===== config.mk =====
export PLATFORM = sky130hd
export DESIGN_NAME = rnn_layer_sequencer
export DESIGN_NICKNAME = d
export VERILOG_FILES = /design/src/rtl/rnn_layer_sequencer.sv
export SDC_FILE = /design/constraint.sdc
export NUM_CORES = 1
export LEC_CHECK = 0
export CORE_ASPECT_RATIO = 0.75
export CORE_MARGIN = 3
export CORE_UTILIZATION = 40
export CTS_CLUSTER_SIZE = 14
export DETAILED_ROUTE_END_ITERATION = 7
export DONT_BUFFER_PORTS = 1
export PLACE_DENSITY = 0.54
export SETUP_SLACK_MARGIN = 0.2
export SYNTH_ARGS = -nofsm -noshare
export SYNTH_HDL_FRONTEND = slang
export SYNTH_SLANG_ARGS = --single-unit

===== constraint.sdc =====
create_clock -name clk -period 3.8 [get_ports clk]
set_input_delay 0.38 -clock clk [delete_from_list [all_inputs] [get_ports clk]]
set_output_delay 0.38 -clock clk [all_outputs]
set_load 0.01 [all_outputs]

===== src/rtl/rnn_layer_sequencer.sv =====
// Frame sequencer for the denoise RNN: walks six layer engines, strobes GRU state loads/clears.
// Optional per-frame cycle counter is built when SEQ_PERF_CNT_EN is defined.
module rnn_layer_sequencer #(
  parameter int TIMEOUT_CYCLES = 65536,
  parameter int FRAME_CNT_W    = 16
) (
  input  logic                   clk,
  input  logic                   rst,
  input  logic                   start,
  input  logic                   state_clr,
  input  logic [5:0]             stage_valid,
  output logic [5:0]             stage_start,
  output logic                   ld_vad_state,
  output logic                   ld_noise_state,
  output logic                   ld_denoise_state,
  output logic                   gru_state_clr,
  output logic                   busy,
  output logic                   done,
  output logic                   overrun,
  output logic                   error,
  output logic [FRAME_CNT_W-1:0] frame_cnt,
  output logic [31:0]            last_frame_cycles
);

  typedef enum logic [1:0] {IDLE, RUN, DONE, ERR} state_t;

  localparam int TW = (TIMEOUT_CYCLES > 2) ? $clog2(TIMEOUT_CYCLES) : 1;
  // The counter reaches TIMEOUT_CYCLES-1 at the edge that closes the cycle where it holds TIMEOUT_CYCLES-2.
  localparam logic [TW-1:0] T_LAST = TW'(TIMEOUT_CYCLES - 2);

  state_t        state_q, state_d;
  logic [2:0]    k_q, k_d;
  logic [TW-1:0] tcnt_q, tcnt_d;
  logic          ld_vad_d, ld_noise_d, ld_den_d, clr_d, ovr_d;
  logic          accept, frame_done, valid_k;

  assign valid_k = stage_valid[k_q];

  // NOTE: every always_comb output gets a default first so no path leaves it unassigned (no latch).
  always_comb begin
    state_d    = state_q;
    k_d        = k_q;
    tcnt_d     = tcnt_q;
    ld_vad_d   = 1'b0;
    ld_noise_d = 1'b0;
    ld_den_d   = 1'b0;
    clr_d      = 1'b0;
    ovr_d      = 1'b0;
    accept     = 1'b0;
    frame_done = 1'b0;
    case (state_q)
      RUN: begin
        ovr_d  = start;
        tcnt_d = tcnt_q + 1'b1;
        if (valid_k) begin
          ld_vad_d   = (k_q == 3'd1);
          ld_noise_d = (k_q == 3'd3);
          ld_den_d   = (k_q == 3'd4);
          tcnt_d     = '0;
          if (k_q == 3'd5) begin
            state_d    = DONE;
            frame_done = 1'b1;
          end else begin
            k_d = k_q + 3'd1;
          end
        end else if (tcnt_q == T_LAST) begin
          state_d = ERR;
        end
      end
      default: begin
        clr_d = state_clr;
        if (start) begin
          state_d = RUN;
          k_d     = '0;
          tcnt_d  = '0;
          accept  = 1'b1;
        end else if (state_q == DONE) begin
          state_d = IDLE;
        end
      end
    endcase
  end

  // NOTE: sequential state uses non-blocking assignments so all registers update from pre-edge values.
  always_ff @(posedge clk) begin
    if (rst) begin
      state_q          <= IDLE;
      k_q              <= '0;
      tcnt_q           <= '0;
      ld_vad_state     <= 1'b0;
      ld_noise_state   <= 1'b0;
      ld_denoise_state <= 1'b0;
      gru_state_clr    <= 1'b0;
      overrun          <= 1'b0;
      frame_cnt        <= '0;
    end else begin
      state_q          <= state_d;
      k_q              <= k_d;
      tcnt_q           <= tcnt_d;
      ld_vad_state     <= ld_vad_d;
      ld_noise_state   <= ld_noise_d;
      ld_denoise_state <= ld_den_d;
      gru_state_clr    <= clr_d;
      overrun          <= ovr_d;
      if (frame_done) frame_cnt <= frame_cnt + 1'b1;
    end
  end

  assign stage_start = (state_q == RUN) ? (6'd1 << k_q) : 6'd0;
  assign busy        = (state_q == RUN);
  assign done        = (state_q == DONE);
  assign error       = (state_q == ERR);

`ifdef SEQ_PERF_CNT_EN
  logic [31:0] perf_q, perf_inc;

  assign perf_inc = (perf_q == '1) ? perf_q : perf_q + 32'd1;

  // Snapshot includes the increment of the final RUN cycle, so it equals the frame's RUN cycle count.
  always_ff @(posedge clk) begin
    if (rst) begin
      perf_q            <= '0;
      last_frame_cycles <= '0;
    end else begin
      if (accept) perf_q <= '0;
      else if (state_q == RUN) perf_q <= perf_inc;
      if (frame_done) last_frame_cycles <= perf_inc;
    end
  end
`else
  assign last_frame_cycles = 32'd0;
`endif

endmodule

# After elaboration in Yosys (flattened, before gate mapping)
# Cells that the tools add are included.
dict set report totals {
  output_inout_bits 62
  regBits 42
  inputBits 10
}
dict set report classes {
  addsub 3
  order_cmp 1
  n_eq_ne 12
  n_mux 19
  bitwise_logic 2
  reduce_logical 7
  n_shift 1
}
# cell count
set op_table {}
lappend op_table {{$mux W16} 3}
lappend op_table {{$add A16 B1 Y16 const B} 2}
lappend op_table {{$eq A16 B16 Y1 const B} 1}
lappend op_table {{$mux W2} 6}
lappend op_table {{$mux W3} 4}
lappend op_table {{$eq A3 B3 Y1 const B} 2}
lappend op_table {{$mux W6} 1}
lappend op_table {{$reduce_and A3 Y1} 2}
lappend op_table {{$shl A1 B3 Y6 const A} 1}
lappend op_table {{$eq A2 B2 Y1 const B} 2}
lappend op_table {{$lt A3 B4 Y1 const B} 1}
lappend op_table {{$mux W1} 4}
lappend op_table {{$reduce_or A2 Y1} 2}
lappend op_table {{$add A3 B1 Y3 const B} 1}
lappend op_table {{$bmux W1 S3} 1}
lappend op_table {{$eq A3 B1 Y1 const B} 1}
lappend op_table {{$eq A3 B2 Y1 const B} 1}
lappend op_table {{$ne A3 B1 Y1 const B} 1}
lappend op_table {{$ne A3 B2 Y1 const B} 1}
lappend op_table {{$reduce_bool A3 Y1} 1}
lappend op_table {{$reduce_or A3 Y1} 1}
lappend op_table {{$eq A2 B1 Y1 const B} 1}
lappend op_table {{$ne A2 B1 Y1 const B} 1}
lappend op_table {{$ne A2 B2 Y1 const B} 1}
lappend op_table {{2 further kinds} 3}

# Longest topological paths before layout
dict set report logic_depth {
  depth_word 4
  depth_mapped 7
}

# Least setup slack after synthesis
# Ideal clock, no wire load.
dict set report synth_timing {
  path_type {register to register}
  start {reg k_q[0]}
  end {reg tcnt_q[2]}
  setup_time_ns 0.074
  path_stages_with_launch 6
  n_path_buf 0
  slack_ns 1.810
  arrival_time_ns 1.915
  period_less_slack_ns 1.990
  cell_sequence {dfxtp_1 > mux4_2 > and2_4 > a2111oi_4 > or2b_1 > a31oi_1}
}
dict set report synth_via {
  elab_chain_len 4
}
# element line_no
set synth_rtl {}
lappend synth_rtl {{from (decl)} 32} ;# logic [2:0] k_q, k_d;
lappend synth_rtl {{from (signal assigned)} 98} ;# k_q <= k_d;
lappend synth_rtl {{$bmux W1 S3} 37} ;# assign valid_k = stage_valid[k_q];
lappend synth_rtl {{$mux W1 (not written as such)} 37}
lappend synth_rtl {{$mux W16} 55} ;# if (valid_k) begin
lappend synth_rtl {{$mux W16} 51} ;# case (state_q)
lappend synth_rtl {{to (signal assigned)} 99} ;# tcnt_q <= tcnt_d;
lappend synth_rtl {{to (decl)} 33} ;# logic [TW-1:0] tcnt_q, tcnt_d;
# Every way passes these cells. The select of a mux whose other input is x is not followed.
# A chain may end at the register's enable or synchronous reset.

# Worst setup path in the final report
dict set report layout_timing {
  start {reg k_q[0]}
  end {reg tcnt_q[4]}
}
# Same word-level chain as after synthesis.

==> metrics.md <==
| Metric | Value |
|---|---|
| Status | complete, no violations |
| Worst Path Arrival | roughly 2.9 ns |
| Die Wd | 94.4 um |
| Syn Std Cell Area | about 2300 um^2 |
| Slowest cell on crit path | a2111oi_4 |
| Register bit total from synthesis | 42 |
| Largest net degree at the start of global routing | 30 |
| Area growth syn-to-layout | 0.480% |
| Worst path depth | 6 |
| Crit path capture | tcnt_q[4] |
| FF-to-FF End | tcnt_q[4] |
| Net Sw Frac | 0.254 |
| Core ar. | about 5500 um^2 |
| Final Wtd Congestion | a little under 0.8 |
| Register area share after synthesis | 0.358 |
| Largest stage delay, worst path | 0.84 ns |
| I/O pins | slightly above 70 |
| Global-route wire length before repair | 7910 um |
| Htree depth | 2 |
| Share of post-route cells with drive strength above 1 | 0.0706 |
| Final #Nets | about 290 |
| Final Skew | between 0.004 and 0.005 ns |
| CP required | 4.02 ns |
| Power Internal | 616 uW |
| CTS Hold Bufs | 0 |
| DR vias/cell | 5.09 |
| Sequential Power Share | 0.551 |
| Kind of critical path | flip-flop to flip-flop |
| Initial Utilization | 0.427 |
| Drt pass-1 iters | 4 |
| Worst r2r src | k_q[0] |
| Post-DP Area | between 2000 and 2500 um^2 |
| RSZ-0062 raised after global routing | no |
| Buf/Inv on CP | 1 |
| CTS buffer count | 5 |
| Critical-path maximum fanout | 19 |
| Worst hold margin | roughly 0.17 ns |
| Minimum clock period | ~2.6 ns |
| Placed cells | between 300 and 400 |
| Post-CTS sizing | 0 |
| Top delay family on crit path | compound AO/OA/AOI/OAI gates |
| DP HPWL | about 3300 um |
| Wire per inst | around 13 um |
| Die height | 72.3 um |
| Hold Fails Final Rpt | 0 |
| Buffers on Ports | 0 |
| Leak | between 0.9 and 1 nW |
| Total Power | just over 800 uW |
| Final period utilization | 0.690 |
| Clock Latency Late Sink | around 0.29 ns |
| Yosys warns | 0 |
| Syn Inst Count | around 270 |
| Max-Cap Viols | 0 |
| Syn Area/Cell | between 8 and 9 um^2 |
| Post-synth ARST share | 0 |
| # fillers | roughly 550 |
| Most frequent CP cell | a21oi_1 |
| Antenna cells | 0 |
| Final Instance Area | 2360 um^2 |
| Final Util | 0.429 |
| Worst Setup Start Kind | flip-flop |
| DRT antenna net count | 0 |
| Row count | 23 |
| Fmax | approximately 380 MHz |
| Placement Setup Slack | about 1.2 ns |
| Post-CTS setup repair buffer count | 0 |
| Clock Power Share | 0.353 |
| Clock-pin slew on the worst setup and hold paths | approximately 0.08 ns |
| Initial antenna violation count | 0 |
| Worst Tran Pin Value | about 0.92 ns |
| Worst r2r path cells | 6 |
| EDFF count, synth | 0 |
| Comb pwr share | 0.096 |
| NetSw | roughly 210 uW |
| Main flop type after synthesis | dfxtp_1 |
| Final wirelength | ~4600 um |
| Worst-case vdd ir drop | about 0.14 mV |
| Share of the synthesized area in the top cell type | 0.358 |
| Fin cells | approximately 340 |
| Yosys top cell by area | dfxtp_1 |
| Max_slew headroom | 0.388 |
| Final setup fails | 0 |
| Vias in the first global route | around 1700 |
| CP startpoint | k_q[0] |
| Clock sink total | 42 |
| HP Class | primary input to flip-flop |
| CTS tree | yes |
| Worst Slack Setup Final | between 1 and 1.5 ns |
| CTS Buffer Depth | 2 |
| Initial DRC Count | 60 |
| Critical path cell sequence | mux4_2, and2_4, a2111oi_4, buf_4, a21oi_1, a21oi_1 |
| Synth cell types | 45 |
| Slew Viols, Final | 0 |
| Post-route DRC | 0 |
| Top post-synthesis cells by area | dfxtp_1 36%, buf_4 10%, xor2_1 5.2% |
| Root Buffer | clkbuf_8 |
| DR vias | around 1800 |
| Total grt overflow | 0 |
| Kind of end point of the critical path | flip-flop |
| Power Dens Cells | roughly 350 nW/um^2 |
| R2R Setup Slk | around 1.2 ns |
| Setup TNS | 0 ns |
| GRT Total Usage | 0.144 |
| Full die area | between 6000 and 7000 um^2 |
cell usage in the layout (no fill, tap or decap), drive strengths merged, types with 6 or more instances in the layout:
cell type / count
ha: 8
nand4: 12
nand2: 17
nor2: 27
and2: 6
inv: 8
and3: 8
xor2: 14
nand3: 12
clkbuf: 7
dfxtp: 42
a21oi: 14
conb: 32
a31oi: 8
power by group through the flow:
stage | clock (mW) | sequential [mW] | combinational [mW]
after global placement | 0 | 0.464 | 0.0780
after CTS | 0.303 | 0.454 | 0.0792
after global routing | 0.320 | 0.456 | 0.0909
after detailed placement | 0 | 0.465 | 0.0789
after floorplan | 0 | 0.463 | 0.0982
final | 0.291 | 0.455 | 0.0796
registers in the layout (all words and copies together), names as in the netlist:
| name | cells |
|---|---|
| k_q | 3 |
| overrun | 1 |
| tcnt_q | 16 |
| frame_cnt | 16 |
| state_q | 2 |
| gru_state_clr | 1 |
| ld_denoise_state | 1 |
| ld_vad_state | 1 |
| ld_noise_state | 1 |
cells in the mapped netlist, types with 2 or more instances:
| cell | instances |
|---|---|
| a21oi_1 | 14 |
| a22o_1 | 4 |
| a31oi_1 | 8 |
| and2_1 | 5 |
| and3_1 | 7 |
| and4_1 | 5 |
| buf_4 | 32 |
| buf_6 | 2 |
| clkbuf_1 | 8 |
| dfxtp_1 | 42 |
| ha_1 | 8 |
| inv_1 | 8 |
| mux2i_1 | 4 |
| nand2_1 | 17 |
| nand2b_1 | 2 |
| nand3_1 | 12 |
| nand4_1 | 12 |
| nor2_1 | 27 |
| nor2b_1 | 2 |
| nor3_1 | 3 |
| nor3_2 | 2 |
| nor3b_1 | 3 |
| o21a_1 | 2 |
| o21ai_0 | 3 |
| o21ai_1 | 2 |
| or3_1 | 2 |
| xnor2_1 | 5 |
| xor2_1 | 14 |
metal layers:
metal,GRT usage,part of all wire,vias to the layer above
met2,0.221,0.42,58
met5,0,0,-
met1,0.196,0.49,818
li1,-,-,874
met3,0.0446,0.083,2
met4,0.0433,0.0050,0
how the worst min path moves through the flow:
| stage | start | endpoint | slack, ns | cells past startpoint |
|---|---|---|---|---|
| 3_5_place_dp | rst | k_q[2] | 0.46 | 1 |
| 3_3_place_gp | rst | k_q[2] | 0.46 | 1 |
| 5_1_grt | rst | frame_cnt[10] | 0.14 | 1 |
| 2_1_floorplan | tcnt_q[11] | tcnt_q[11] | 0.43 | 1 |
| 4_1_cts | rst | frame_cnt[8] | 0.15 | 1 |
| 6_report | rst | overrun | 0.17 | 1 |
cell families after synthesis:
logic type | share of synthesized area
XOR/XNOR | 0.0709
adder cells (fa/ha/maj) | 0.0427
AND/OR/NAND/NOR | 0.245
AO/OA/AOI/OAI | 0.114
other | 0.00160
flip-flops | 0.358
multiplexers | 0.0267
buffers and inverters | 0.141
area by class of cell:
class                      count  area (um^2)  share of cell area
sequential                    42          841               0.357
clock buffer                   7         86.3              0.0366
multi-input combinational    209         1290               0.547
timing repair buffer           1         7.51             0.00318
tap                           75         93.8              0.0398
inverter                       9         33.8              0.0143
clock inverter                 1         5.00             0.00212
No activity file was read; power rests on OpenSTA's default activity.
